--- src/rtl/mult_pkg.sv ---
// Shared definitions for the multiplier / product-accumulator datapath.
// Holds the operand and product widths of the 16x9 multiplier, the product
// type and the accumulator state encoding.
package mult_pkg;

  localparam int MULTIPLIER_W   = 16;
  localparam int MULTIPLICAND_W = 9;
  localparam int PROD_W         = MULTIPLIER_W + MULTIPLICAND_W;

  typedef logic [PROD_W-1:0] prod_t;

  typedef enum logic [1:0] {
    IDLE  = 2'd0,
    ACCUM = 2'd1,
    DONE  = 2'd2
  } acc_state_e;

endpackage

--- src/rtl/product_accumulator_if.sv ---
// Stream bundle between the multiplier side, the product accumulator and the
// result consumer.
//   clear        : synchronous frame abort (environment -> accumulator)
//   in_valid     : in_product is valid          (environment -> accumulator)
//   in_ready     : accumulator takes a product  (accumulator -> environment)
//   in_product   : unsigned product             (environment -> accumulator)
//   out_valid    : frame result is valid        (accumulator -> environment)
//   out_ready    : consumer takes the result    (environment -> accumulator)
//   out_sum      : saturated frame total        (accumulator -> environment)
//   out_overflow : saturation hit in the frame  (accumulator -> environment)
// modport master is the environment side, modport slave the accumulator.
interface product_accumulator_if #(
  parameter int PROD_W = mult_pkg::PROD_W,
  parameter int ACC_W  = 32
);

  logic              clear;
  logic              in_valid;
  logic              in_ready;
  logic [PROD_W-1:0] in_product;
  logic              out_valid;
  logic              out_ready;
  logic [ACC_W-1:0]  out_sum;
  logic              out_overflow;

  modport master (
    output clear, in_valid, in_product, out_ready,
    input  in_ready, out_valid, out_sum, out_overflow
  );

  modport slave (
    input  clear, in_valid, in_product, out_ready,
    output in_ready, out_valid, out_sum, out_overflow
  );

endinterface

--- src/rtl/product_accumulator_sat_adder.sv ---
// Combinational ACC_W-bit unsigned adder with saturation.
//   a, b  : addends
//   sum   : a + b, clamped to all-ones when the true sum does not fit
//   carry : high when the true sum exceeded 2^ACC_W - 1
module sat_adder #(
  parameter int ACC_W = 32
) (
  input  logic [ACC_W-1:0] a,
  input  logic [ACC_W-1:0] b,
  output logic [ACC_W-1:0] sum,
  output logic             carry
);

  // Returns {carry, saturated sum}.
  function automatic logic [ACC_W:0] sat_add(input logic [ACC_W-1:0] x,
                                             input logic [ACC_W-1:0] y);
    logic [ACC_W:0] raw;
    raw = {1'b0, x} + {1'b0, y};
    if (raw[ACC_W]) begin
      return {1'b1, {ACC_W{1'b1}}};
    end
    return raw;
  endfunction

  logic [ACC_W:0] res;

  assign res   = sat_add(a, b);
  assign sum   = res[ACC_W-1:0];
  assign carry = res[ACC_W];

endmodule

--- src/rtl/product_accumulator.sv ---
// Frames the multiplier's product stream: sums FRAME_LEN accepted products
// into a saturating accumulator and offers each frame total on a
// valid/ready result port.
//   clk   : rising-edge clock
//   rst_n : asynchronous active-low reset
//   bus   : product_accumulator_if.slave (clear, input stream, result port)
module product_accumulator
  import mult_pkg::*;
#(
  parameter int PROD_W    = mult_pkg::PROD_W,
  parameter int ACC_W     = 32,
  parameter int FRAME_LEN = 8
) (
  input  logic                  clk,
  input  logic                  rst_n,
  product_accumulator_if.slave  bus
);

  localparam int               CNT_W    = $clog2(FRAME_LEN + 1);
  localparam logic [CNT_W-1:0] LAST_CNT = CNT_W'(FRAME_LEN - 1);

  acc_state_e       state_q, state_d;
  logic [ACC_W-1:0] acc_q, acc_d;
  logic [CNT_W-1:0] cnt_q, cnt_d;
  logic             ovf_q, ovf_d;
  logic [ACC_W-1:0] out_sum_q, out_sum_d;
  logic             out_ovf_q, out_ovf_d;

  logic [ACC_W-1:0] prod_ext;
  logic [ACC_W-1:0] sum_w;
  logic             carry_w;
  logic             ovf_next;
  logic             accept;

  assign prod_ext = ACC_W'(bus.in_product);

  sat_adder #(.ACC_W(ACC_W)) u_sat_adder (
    .a     (acc_q),
    .b     (prod_ext),
    .sum   (sum_w),
    .carry (carry_w)
  );

  // Ready depends on state only, so DONE->IDLE never passes a product through.
  assign bus.in_ready     = (state_q != DONE);
  assign bus.out_valid    = (state_q == DONE);
  assign bus.out_sum      = out_sum_q;
  assign bus.out_overflow = out_ovf_q;

  assign accept   = bus.in_valid && bus.in_ready && !bus.clear;
  assign ovf_next = ovf_q | carry_w;

  always_comb begin
    state_d   = state_q;
    acc_d     = acc_q;
    cnt_d     = cnt_q;
    ovf_d     = ovf_q;
    out_sum_d = out_sum_q;
    out_ovf_d = out_ovf_q;

    if (bus.clear) begin
      state_d   = IDLE;
      acc_d     = '0;
      cnt_d     = '0;
      ovf_d     = 1'b0;
      out_sum_d = '0;
      out_ovf_d = 1'b0;
    end else begin
      case (state_q)
        IDLE, ACCUM: begin
          if (accept) begin
            acc_d = sum_w;
            cnt_d = cnt_q + CNT_W'(1);
            ovf_d = ovf_next;
            if (cnt_q == LAST_CNT) begin
              // Final product of the frame: capture the total as it lands.
              state_d   = DONE;
              out_sum_d = sum_w;
              out_ovf_d = ovf_next;
            end else begin
              state_d = ACCUM;
            end
          end
        end
        DONE: begin
          if (bus.out_ready) begin
            state_d   = IDLE;
            acc_d     = '0;
            cnt_d     = '0;
            ovf_d     = 1'b0;
            out_sum_d = '0;
            out_ovf_d = 1'b0;
          end
        end
        default: begin
          state_d = IDLE;
        end
      endcase
    end
  end

  always_ff @(posedge clk or negedge rst_n) begin
    if (!rst_n) begin
      state_q   <= IDLE;
      acc_q     <= '0;
      cnt_q     <= '0;
      ovf_q     <= 1'b0;
      out_sum_q <= '0;
      out_ovf_q <= 1'b0;
    end else begin
      state_q   <= state_d;
      acc_q     <= acc_d;
      cnt_q     <= cnt_d;
      ovf_q     <= ovf_d;
      out_sum_q <= out_sum_d;
      out_ovf_q <= out_ovf_d;
    end
  end

endmodule

--- src/flat_wrapper.sv ---
// flat-port wrapper written by rule: the top's interface ports become plain ports
module product_accumulator_flat import mult_pkg::*;
#(
  parameter int PROD_W    = mult_pkg::PROD_W,
  parameter int ACC_W     = 32,
  parameter int FRAME_LEN = 8
)
  (clk, rst_n, bus_clear, bus_in_valid, bus_in_product, bus_out_ready, bus_in_ready, bus_out_valid, bus_out_sum, bus_out_overflow);
  product_accumulator_if #(.PROD_W(PROD_W), .ACC_W(ACC_W)) bus_i ();
  input  logic clk;
  input  logic rst_n;
  input wire logic [$bits(bus_i.clear)-1:0] bus_clear;
  input wire logic [$bits(bus_i.in_valid)-1:0] bus_in_valid;
  input wire logic [$bits(bus_i.in_product)-1:0] bus_in_product;
  input wire logic [$bits(bus_i.out_ready)-1:0] bus_out_ready;
  output wire logic [$bits(bus_i.in_ready)-1:0] bus_in_ready;
  output wire logic [$bits(bus_i.out_valid)-1:0] bus_out_valid;
  output wire logic [$bits(bus_i.out_sum)-1:0] bus_out_sum;
  output wire logic [$bits(bus_i.out_overflow)-1:0] bus_out_overflow;
  assign bus_i.clear = bus_clear;
  assign bus_i.in_valid = bus_in_valid;
  assign bus_i.in_product = bus_in_product;
  assign bus_i.out_ready = bus_out_ready;
  assign bus_in_ready = bus_i.in_ready;
  assign bus_out_valid = bus_i.out_valid;
  assign bus_out_sum = bus_i.out_sum;
  assign bus_out_overflow = bus_i.out_overflow;
  product_accumulator #(.PROD_W(PROD_W), .ACC_W(ACC_W), .FRAME_LEN(FRAME_LEN)) u_core (.clk(clk), .rst_n(rst_n), .bus(bus_i));
endmodule
--- config.mk ---
export PLATFORM = sky130hd
export DESIGN_NAME = product_accumulator_flat
export DESIGN_NICKNAME = d
export VERILOG_FILES = /design/src/rtl/mult_pkg.sv /design/src/rtl/product_accumulator_if.sv /design/src/rtl/product_accumulator_sat_adder.sv /design/src/rtl/product_accumulator.sv /design/src/flat_wrapper.sv
export SDC_FILE = /design/constraint.sdc
export NUM_CORES = 1
export LEC_CHECK = 0
export CAP_MARGIN = 20
export CORE_MARGIN = 2
export CORE_UTILIZATION = 30
export CTS_CLUSTER_SIZE = 24
export DETAILED_ROUTE_END_ITERATION = 10
export SLEW_MARGIN = 10
export SYNTH_ARGS = -nofsm -noshare
export SYNTH_HDL_FRONTEND = slang
export SYNTH_SLANG_ARGS = --single-unit
--- constraint.sdc ---
create_clock -name clk -period 3.37 [get_ports clk]
set_clock_uncertainty 0.05 [all_clocks]
set_input_delay 0.337 -clock clk [delete_from_list [all_inputs] [get_ports clk]]
set_output_delay 0.337 -clock clk [all_outputs]
set_load 0.01 [all_outputs]
==> metrics.cfg <==
[outcome]
status=finished clean

[flow_run]
cap_violations=0

[clock_network]
cts.path.max_buffers=2
path_clk_slew_ns=0.05
cts_root_buf=clkbuf_16
postCtsResizedCells=0
post_cts_buffers=0
cts_buffers=9
worstSkewPairLatency_ns=0.35
holdBufCountCts=0
cts.sinks=72
cts_tree=done
htree_levels=3

[finish]
nets=647
fillers=1487
fin_util_pct=39.5
drive_gt1_share_pct=17.0
synthToLayoutAreaGrowth_pct=30.4
antenna_cells=0
fin_area_um2=5930

[route]
route.detailed.drc=0
drtPass1Iterations=4
drt_iter0_drc=279
viasPerCell=5.22
ant_nets=0
routed_wl_um=12400
vias=4080
wire_per_inst_um=15.8

[pwr]
vdd_drop_max_v=0.000356
power_density_nw_per_um2=785
leakagePower_nw=2.65

[worst_setup_path]
criticalPathCategory=primary input to flop
required_ns=3.55
cpPeakStageDelay_ns=0.43
end_kind=flop
rr_startpoint=u_core.acc_q[0]$_DFFE_PN0P_
critPathLaunch=bus_in_product[0]
critPathSlowestCell=clkdlybuf4s50_1
crit_path_cell_trace=clkdlybuf4s50_1 > ha_1 > fa_1 > a21oi_1 > nand4b_1 > a21oi_2 > a311o_1 > a41o_1 > o21a_1 > a41o_1 > a221o_1
critPathMaxFanout=6
critPathLaunchType=primary input
r2r_end=u_core.acc_q[30]$_DFFE_PN0P_
critical_path.endpoint=u_core.acc_q[30]$_DFFE_PN0P_
path_common_cell=a41o_1
r2r_cells=10
r2r_setup_slack_ns=0.29
arrival_ns=3.33

[synth]
ys_seq_area_share_pct=39.6
synthesis.area_um2=4550
synth-async-reset-ratio_pct=100
ys_seq_elements=72
synth_cell_types=55
avgSynthCellArea_um2=9.14
syn-num-nets=555
synth_edf_count=0
synthCells=498
synth_ff_type=dfrtp_1
yosysWarnings=0

[die]
die-height_um=127
initial_core_util_pct=30.3
core-area_um2=15000
pin_count=65
die_area_um2=16200
die_x_um=127
rows=45

[sta]
rsz0062_at_grt=no
fin_setup_tns_ns=0
finalSetupViolations=0
relSlewSlack_pct=40.7
period_share_pct=93.5
min_period_ns=3.15
max_freq_ghz=0.317
slew_violations=0
hold_viol=0
tightest_slew_ns=0.889

[place]
hpwlAfterDp_um=9380
portBuffers=64
place_congestion=0.875
dpl_cell_area_um2=5650

[grt]
grt_max_degree=39
grt-ovfl-total=0
antenna_found_initial=0
grt_pass1_vias=4070
track_usage_pct=15.8
grt_pass1_wl_um=20500

[worst_hold_path]
min_path_type=primary input to async pin

critical path, delay by kind of cell:
family,cells,cell delay [ns]
AOI/OAI and AO/OA,7,1.73
adders and majority gates,2,0.66
and+or+nand+nor,1,0.17
buffers and inverters,1,0.43
metal layers:
metal / up-vias / global-route usage (%) / part of all wire (%)
li1: 2005 / - / -
met1: 1934 / 21.6 / 47
met2: 114 / 23.9 / 45
met3: 27 / 3.06 / 4.6
met4: 0 / 8.27 / 2.7
met5: - / 0 / 0
cell usage in the layout, fill, tap and decap left out, types with 18 or more instances in the layout:
cell	instances
o21ai_0	57
mux2_2	28
nor2_1	37
dfrtp_1	72
clkdlybuf4s50_1	63
ha_1	26
nand2_1	48
a21oi_1	48
xnor2_1	18
buf_4	39
sequential cells by signal, summed over array words and instances, names as in the netlist:
signal	count
u_core.cnt_q	4
u_core.bus.out_sum	32
u_core.ovf_q	1
u_core.state_q	2
u_core.bus.out_overflow	1
u_core.acc_q	32
report_power, final:
group	internal, mW	switching (mW)
registers	1.15	0.184
logic	1.16	1.23
clock network	0.555	0.377
cell families (layout without fill, tap and decap cells):
kind of cell,Yosys count,after routing,synth area share [%]
buffers and inverters,38,134,3.57
and+or+nand+nor,134,134,13.8
xor gates and xnor gates,25,25,4.81
adders and majority gates,27,27,7.59
muxes,28,28,6.93
DFF,72,72,39.6
AOI/OAI and AO/OA,174,174,23.7
worst min-delay path by stage:
stage                                   endpoint  slack (ns)  cells past startpoint
global placement     u_core.acc_q[0]$_DFFE_PN0P_        0.42                      2
global route         u_core.acc_q[6]$_DFFE_PN0P_        0.14                      1
floorplan            u_core.acc_q[0]$_DFFE_PN0P_      -0.009                      0
finish               u_core.acc_q[6]$_DFFE_PN0P_        0.06                      1
CTS                  u_core.acc_q[6]$_DFFE_PN0P_        0.08                      1
detailed placement  u_core.acc_q[24]$_DFFE_PN0P_        0.43                      2
per-stage QoR:
stage	std cells	hold slack [ns]	setup slack, ns	power (mW)
CTS	782	0.0837	0.203	4.70
detailed placement	767	0.430	-0.139	3.73
finish	782	0.0590	0.220	4.66
global placement	767	0.416	-0.0958	3.72
global route	782	0.140	0.0238	5.02
floorplan	498	-0.00859	0.324	2.80
synthesized netlist by cell type (5+ instances only):
master | n | area share (%)
a211oi_1 | 5 | 0.82
a21o_1 | 8 | 1.3
a21oi_1 | 49 | 5.4
a21oi_2 | 8 | 1.5
a31oi_1 | 6 | 0.82
and3_1 | 7 | 0.96
clkbuf_1 | 18 | 1.5
dfrtp_1 | 72 | 40
ha_1 | 26 | 7.1
inv_1 | 14 | 1.2
mux2_2 | 28 | 6.9
nand2_1 | 48 | 4.0
nand3_1 | 8 | 0.88
nand4_1 | 7 | 0.96
nor2_1 | 37 | 3.1
nor3_1 | 8 | 0.88
o21a_1 | 5 | 0.82
o21ai_0 | 57 | 6.3
xnor2_1 | 18 | 3.5
xor2_1 | 7 | 1.3
layout make-up:
class | instances | area (um2) | share of cell area [%]
Tap cell | 188 | 235 | 3.97
Multi-Input combinational cell | 388 | 2590 | 43.7
Timing Repair Buffer | 105 | 968 | 16.3
Clock buffer | 13 | 270 | 4.56
Sequential cell | 72 | 1800 | 30.4
Clock inverter | 2 | 13.8 | 0.232
Inverter | 14 | 52.6 | 0.886
Power figures use the tool's default switching activity.
